**config.mk**
```make
export PLATFORM = sky130hd
export DESIGN_NAME = gate_sweep_controller
export DESIGN_NICKNAME = d
export VERILOG_FILES = /design/src/rtl/gate_sweep_controller.sv
export SDC_FILE = /design/constraint.sdc
export NUM_CORES = 1
export LEC_CHECK = 0
export CORE_UTILIZATION = 40
export DETAILED_ROUTE_END_ITERATION = 10
export PLACE_DENSITY = 0.65
export SLEW_MARGIN = 20
export SYNTH_ARGS = -nofsm -noshare
export SYNTH_HDL_FRONTEND = slang
export SYNTH_SLANG_ARGS = --single-unit
```
**constraint.sdc**
```tcl
create_clock -name clk -period 5.37 [get_ports clk]
set_input_delay 1.074 -clock clk [delete_from_list [all_inputs] [get_ports clk]]
set_output_delay 1.074 -clock clk [all_outputs]
set_load 0.05 [all_outputs]
```
**src/rtl/gate_sweep_controller.sv**
```systemverilog
// Exhaustive sweep of a 2-input gate: drives vectors 00..11, samples the gate
// after a programmable settle time and compares against a truth table.
module gate_sweep_controller #(
  parameter int unsigned SETTLE_CYCLES = 2,
  parameter logic [3:0]  EXP_TABLE     = 4'b0110
) (
  input  logic       clk,
  input  logic       rst,
  input  logic       start,
  input  logic       abort,
  input  logic       gate_out,
  output logic       gate_in0,
  output logic       gate_in1,
  output logic       busy,
  output logic       done,
  output logic       aborted,
  output logic       pass,
  output logic [2:0] err_count,
  output logic [3:0] fail_mask,
  output logic [1:0] vector_idx
);

  localparam int unsigned CNT_W = 8;
  localparam logic [CNT_W-1:0] CNT_RELOAD = CNT_W'(SETTLE_CYCLES - 1);

  typedef enum logic [1:0] {IDLE, RUN, FINISH} state_e;

  state_e           state_q, state_d;
  logic [CNT_W-1:0] cnt_q, cnt_d;
  logic [1:0]       vec_q, vec_d;
  logic             in0_q, in0_d;
  logic             in1_q, in1_d;
  logic             busy_q, busy_d;
  logic             done_q, done_d;
  logic             aborted_q, aborted_d;
  logic             pass_q, pass_d;
  logic [2:0]       err_q, err_d;
  logic [3:0]       mask_q, mask_d;
  logic             mismatch_c;

  assign mismatch_c = (gate_out != EXP_TABLE[vec_q]);

  // Next-state and output logic
  always_comb begin
    state_d   = state_q;
    cnt_d     = cnt_q;
    vec_d     = vec_q;
    in0_d     = in0_q;
    in1_d     = in1_q;
    busy_d    = busy_q;
    done_d    = 1'b0;
    aborted_d = 1'b0;
    pass_d    = pass_q;
    err_d     = err_q;
    mask_d    = mask_q;

    case (state_q)
      IDLE: begin
        if (start) begin
          state_d = RUN;
          vec_d   = 2'd0;
          in0_d   = 1'b0;
          in1_d   = 1'b0;
          cnt_d   = CNT_RELOAD;
          busy_d  = 1'b1;
          err_d   = 3'd0;
          mask_d  = 4'd0;
          pass_d  = 1'b0;
        end
      end
      RUN: begin
        // Abort wins over a sample on the same edge; that sample is dropped
        if (abort) begin
          state_d   = IDLE;
          aborted_d = 1'b1;
          busy_d    = 1'b0;
          in0_d     = 1'b0;
          in1_d     = 1'b0;
          pass_d    = 1'b0;
        end else if (cnt_q != '0) begin
          cnt_d = cnt_q - CNT_W'(1);
        end else begin
          if (mismatch_c) begin
            mask_d[vec_q] = 1'b1;
            err_d         = err_q + 3'd1;
          end
          if (vec_q != 2'd3) begin
            vec_d = vec_q + 2'd1;
            in0_d = vec_d[1];
            in1_d = vec_d[0];
            cnt_d = CNT_RELOAD;
          end else begin
            state_d = FINISH;
            done_d  = 1'b1;
            busy_d  = 1'b0;
            in0_d   = 1'b0;
            in1_d   = 1'b0;
            pass_d  = (err_d == 3'd0);
          end
        end
      end
      FINISH: begin
        state_d = IDLE;
      end
      default: begin
        state_d = IDLE;
      end
    endcase
  end

  always_ff @(posedge clk) begin
    if (rst) begin
      state_q   <= IDLE;
      cnt_q     <= '0;
      vec_q     <= 2'd0;
      in0_q     <= 1'b0;
      in1_q     <= 1'b0;
      busy_q    <= 1'b0;
      done_q    <= 1'b0;
      aborted_q <= 1'b0;
      pass_q    <= 1'b0;
      err_q     <= 3'd0;
      mask_q    <= 4'd0;
    end else begin
      state_q   <= state_d;
      cnt_q     <= cnt_d;
      vec_q     <= vec_d;
      in0_q     <= in0_d;
      in1_q     <= in1_d;
      busy_q    <= busy_d;
      done_q    <= done_d;
      aborted_q <= aborted_d;
      pass_q    <= pass_d;
      err_q     <= err_d;
      mask_q    <= mask_d;
    end
  end

  assign gate_in0   = in0_q;
  assign gate_in1   = in1_q;
  assign busy       = busy_q;
  assign done       = done_q;
  assign aborted    = aborted_q;
  assign pass       = pass_q;
  assign err_count  = err_q;
  assign fail_mask  = mask_q;
  assign vector_idx = vec_q;

endmodule
```
### Yosys cells after proc, flatten, opt, wreduce, memory -nomap -nowiden

Index checks and enable logic that the tools add are counted.

* bits in registers: 25
* bits of input ports: 5
* output and inout bits: 15

* add/sub/neg operators: 3
* order comparisons: 2
* eq/ne operators: 11
* mux-type cells: 52
* bitwise logic cells: 2
* reductions and logical operators: 14

Operator list (count)
* 8-bit 2-to-1 mux: 4
* 3-bit 2-to-1 mux: 7
* 1-bit 2-to-1 mux: 18
* 2-bit 2-to-1 mux: 8
* 4-bit 2-to-1 mux: 4
* 8-bit one-hot mux with 2 select lines: 1
* 2-bit inequality test, second input constant: 6
* 4-bit AND reduction: 3
* 5-bit AND reduction: 2
* 3-bit inequality test, second input constant: 3
* 1-bit one-hot mux with 2 select lines: 4
* 2-bit one-hot mux with 2 select lines: 2
* 4-bit one-hot mux with 2 select lines: 1
* 8-bit nonzero test: 1
* 8-bit by 1-bit subtractor with 8-bit output, second input constant: 1
* 3-bit one-hot mux with 2 select lines: 1
* 3-bit AND reduction: 2
* 4-bit bitwise OR: 1
* 4-bit OR reduction: 1
* 3-bit by 1-bit adder with 3-bit output, second input constant: 1
* 3-bit logical NOT: 1
* 2-bit by 3-bit < comparator with 1-bit output, second input constant: 1
* 2-bit by 1-bit adder with 2-bit output, second input constant: 1
* 1-bit binary-select mux with 2-bit select: 1
* 9 further kinds: 9

### Longest topological paths before layout

* depth in word-level cells: 12
* mapped depth: 8
* depth with buffers taken out: 6

### Worst setup path after synthesis

Ideal clock, no wire load.

* kind: input -> register
* start: input port abort
* end: register vec_q[0], in the netlist vector_idx[0]
* arrival: 2211 ps
* required time: 5240 ps
* setup slack: 3028 ps
* stages on the path: 6
* buffers on the path: 2
* cells stage by stage: clkbuf_1 > nand2b_1 > a21o_1 > buf_2 > o21ai_1 > o22ai_1

* longest elaborated chain between the ends: 2

Ends and longest elaborated chain
* start: declaration: RTL line 10 `input logic abort,`
* 2-bit inequality test (no source line)
* 5-bit AND reduction (no source line)
* end signal: assignment: RTL line 127 `vec_q <= vec_d;`
* end: declaration: RTL line 30 `logic [1:0] vec_q, vec_d;`

No other way between the ends.
A chain may end at the register's enable or synchronous reset.

### Worst setup path in the final report

Ends and elaborated chain as after synthesis.

==> impl_metrics.tcl <==
set metrics [dict create \
    area_growth_pct 17.8 \
    worst_ir_drop_on_vdd_mv 0.104 \
    arrival_time_reported_for_the_critical_path_endpoint_ns 2.88 \
    final_cells 204 \
    die_width_um 59.2 \
    cts_tree "done" \
    cpMaxStageDelayCell "sky130_fd_sc_hd__clkdlybuf4s50_1" \
    slew_violations 0 \
    yosysSeqAreaShare_pct 38.3 \
    synth_fp_nets 154 \
    asyncSetResetFlopFracSynth_pct 0 \
    route.detailed.vias_per_inst 5.77 \
    setup_repair_after_global_routing_missed_its_margin "false" \
    first_global_vias 1065 \
    clock-root-buffer "sky130_fd_sc_hd__clkbuf_4" \
    synth.cell_area_mm2 0.00131 \
    min_period_ns 2.67 \
    final_hold_viols 0 \
    power_density_normalized_to_cell_area_mw_per_mm2 248 \
    synth_flop_cell "sky130_fd_sc_hd__dfxtp_1" \
    synthDistinctLibCells 41 \
    crit_type "in -> reg" \
    sinks_on_clock_net 25 \
    grt_pass1_wl_mm 4.78 \
    hold_class "reg -> reg" \
    inserted_diodes 0 \
    dr.pass1.iters 4 \
    cts_htree_levels 1 \
    fillers 304 \
    max_slew_margin_pct 57.3 \
    critPathCaptureType "flip-flop" \
    crit_chain "clkdlybuf4s50_1 -> nand2b_1 -> a21o_1 -> o21ai_1 -> o22ai_1" \
    design.core.area_mm2 0.00308 \
    synth_largest_type_area_fraction_pct 38.3 \
    die-height_um 59.2 \
    routedWlPerCell_um 14.5 \
    fin_nets 172 \
    netlist.top_cell.by_area "sky130_fd_sc_hd__dfxtp_1" \
    drive_gt1_share_pct 5.00 \
    post_synth_inst_count 143 \
    synthMostInstantiatedCell "sky130_fd_sc_hd__dfxtp_1" \
    synth-edff-count 0 \
    timing.critical_path.max_delay_family "compound AO/OA/AOI/OAI gates" \
    antenna_left 0 \
    ioPinCount 20 \
    postCtsSetupRepairBufs 0 \
    cell_total_after_placement 200 \
    fin_crit_sh_pct 49.8 \
    detail_route.iter0.violations 44 \
    netlist_top_cells_area "sky130_fd_sc_hd__dfxtp_1, sky130_fd_sc_hd__a21oi_1, sky130_fd_sc_hd__ha_1" \
    synth-seq-cells 25 \
    crit_path_max_incr_delay_ns 0.58 \
    port_buffers 19 \
    wl_mm 2.95 \
    clockBufferDepth 2 \
    fmax_mhz 374 \
    synth.cells.most_frequent "sky130_fd_sc_hd__dfxtp_1, sky130_fd_sc_hd__a21oi_1, sky130_fd_sc_hd__o21ai_0" \
    critical_path_required_ns 5.57 \
    leakage_nw 0.550 \
    outcome "finished, final reports clean" \
    critPathMaxFanout 16 \
    cts.hold.buffers_added 0 \
    finalSetupViolations 0 \
    grt_start_max_net_pins 17 \
    core.rowCount 20 \
    max_cap_viol_count 0 \
    routabilityCongestion 0.865 \
    syn_avg_cell_area_um2 9.14 \
    globalRouteTotalUtil_pct 18.1 \
    numCtsBuffers 3 \
    finClkSkew_ns 0.00349 \
    crit_path_start_kind "input port" \
    clock_latency_ns 0.32 \
    gr-total-overflow 0 \
    synth.yosys.warnings 0 \
    die_area_mm2 0.00350 \
    number_of_antenna_violations_at_the_first_check_in_global_routing 0 \
    initial_core_util_pct 42.5 \
    critPathBufInv 1 \
    postCtsResizedCells 0 \
    drt_drc_violations_left 0 \
    hpwlAfterDp_mm 2.24 \
    num_vias 1177 \
    finalSetupTns_ns 0 \
    clk_transition_reported_paths_ns 0.13 \
    tightestPinTransition_ns 0.639 \
]
[cell usage in the layout (no fill, tap or decap), types with 2 or more instances in the layout]
cell type | Yosys | layout
sky130_fd_sc_hd__inv_1 | 7 | 7
sky130_fd_sc_hd__nor4_1 | 2 | 2
sky130_fd_sc_hd__a22o_1 | 4 | 4
sky130_fd_sc_hd__or4_1 | 4 | 4
sky130_fd_sc_hd__o21ai_1 | 2 | 2
sky130_fd_sc_hd__nand3_1 | 6 | 6
sky130_fd_sc_hd__dfxtp_1 | 25 | 25
sky130_fd_sc_hd__nor4b_1 | 3 | 3
sky130_fd_sc_hd__a31oi_1 | 4 | 4
sky130_fd_sc_hd__nor2_1 | 2 | 2
sky130_fd_sc_hd__nor3_1 | 6 | 6
sky130_fd_sc_hd__clkbuf_4 | 0 | 3
sky130_fd_sc_hd__nand4_1 | 2 | 2
sky130_fd_sc_hd__o31ai_1 | 5 | 5
sky130_fd_sc_hd__or3_1 | 5 | 5
sky130_fd_sc_hd__ha_1 | 6 | 6
sky130_fd_sc_hd__a32o_1 | 2 | 2
sky130_fd_sc_hd__xor2_1 | 2 | 2
sky130_fd_sc_hd__a21oi_1 | 16 | 16
sky130_fd_sc_hd__nor3_2 | 2 | 2
sky130_fd_sc_hd__nand2b_1 | 4 | 4
sky130_fd_sc_hd__o21ai_0 | 8 | 8
sky130_fd_sc_hd__clkdlybuf4s50_1 | 0 | 19
sky130_fd_sc_hd__nand2_1 | 4 | 4
[tightest hold or removal path: cells and delay by family, from the launching register on]
family         cells  cell delay (ns)
flip-flops         1             0.33
AO/OA/AOI/OAI      2             0.13
[cell families (layout without fill, tap and decap cells)]
| group | Yosys count | in the layout | share of synthesized area (%) |
|---|---|---|---|
| flip-flops | 25 | 25 | 38.3 |
| buffers and inverters | 13 | 30 | 4.98 |
| adder cells (fa/ha/maj) | 6 | 6 | 5.74 |
| XOR/XNOR | 3 | 3 | 2.01 |
| AND/OR/NAND/NOR | 49 | 49 | 26.5 |
| AO/OA/AOI/OAI | 47 | 47 | 22.5 |
[layer usage]
layer	GRT usage, %	up-vias	wire length, um
li1	-	579	-
met1	24.4	554	1350
met2	29.7	40	1370
met3	2.62	4	187
met4	6.12	0	42
met5	0	-	0
[state kept, by name, indices dropped and copies added (netlist names)]
name,flops
gate_in1,1
aborted,1
pass,1
vector_idx,2
gate_in0,1
state_q,2
fail_mask,4
done,1
cnt_q,8
err_count,3
busy,1
[per-stage QoR]
step / instance area, um^2 / hold WS (ns) / total power, mW / util [%] / setup WS [ns]
2_1_floorplan: 1310 / 0.476 / 0.281 / - / 3.03
3_3_place_gp: 1510 / 0.458 / 0.301 / 49.2 / 2.42
3_5_place_dp: 1510 / 0.469 / 0.302 / 49.2 / 2.35
4_1_cts: 1540 / 0.498 / 0.384 / 50.0 / 2.69
5_1_grt: 1540 / 0.523 / 0.404 / 50.0 / 2.57
6_report: 1540 / 0.492 / 0.382 / 50.0 / 2.70
[power by group]
group	internal (mW)	switching, mW
clock	0.0291	0.0536
sequential	0.193	0.00908
combinational	0.0341	0.0625
[area by class of cell]
| class | count | area (um^2) | share of cell area (%) |
|---|---|---|---|
| flip-flops and latches | 25 | 500 | 32.5 |
| inverters | 7 | 26.3 | 1.71 |
| multi-input cells | 105 | 742 | 48.2 |
| clock buffers | 4 | 26.3 | 1.71 |
| well taps | 44 | 55.1 | 3.57 |
| repair buffers | 19 | 190 | 12.3 |
[final timing paths]
check        cells after the start             to     start  slack, ns
max                              5  vector_idx[0]     abort       2.70
min                              2           pass      pass       0.49
max reg2reg                      6       cnt_q[5]  cnt_q[0]       3.12
min reg2reg                      2           pass      pass       0.49
No activity file was read; power rests on OpenSTA's default activity.
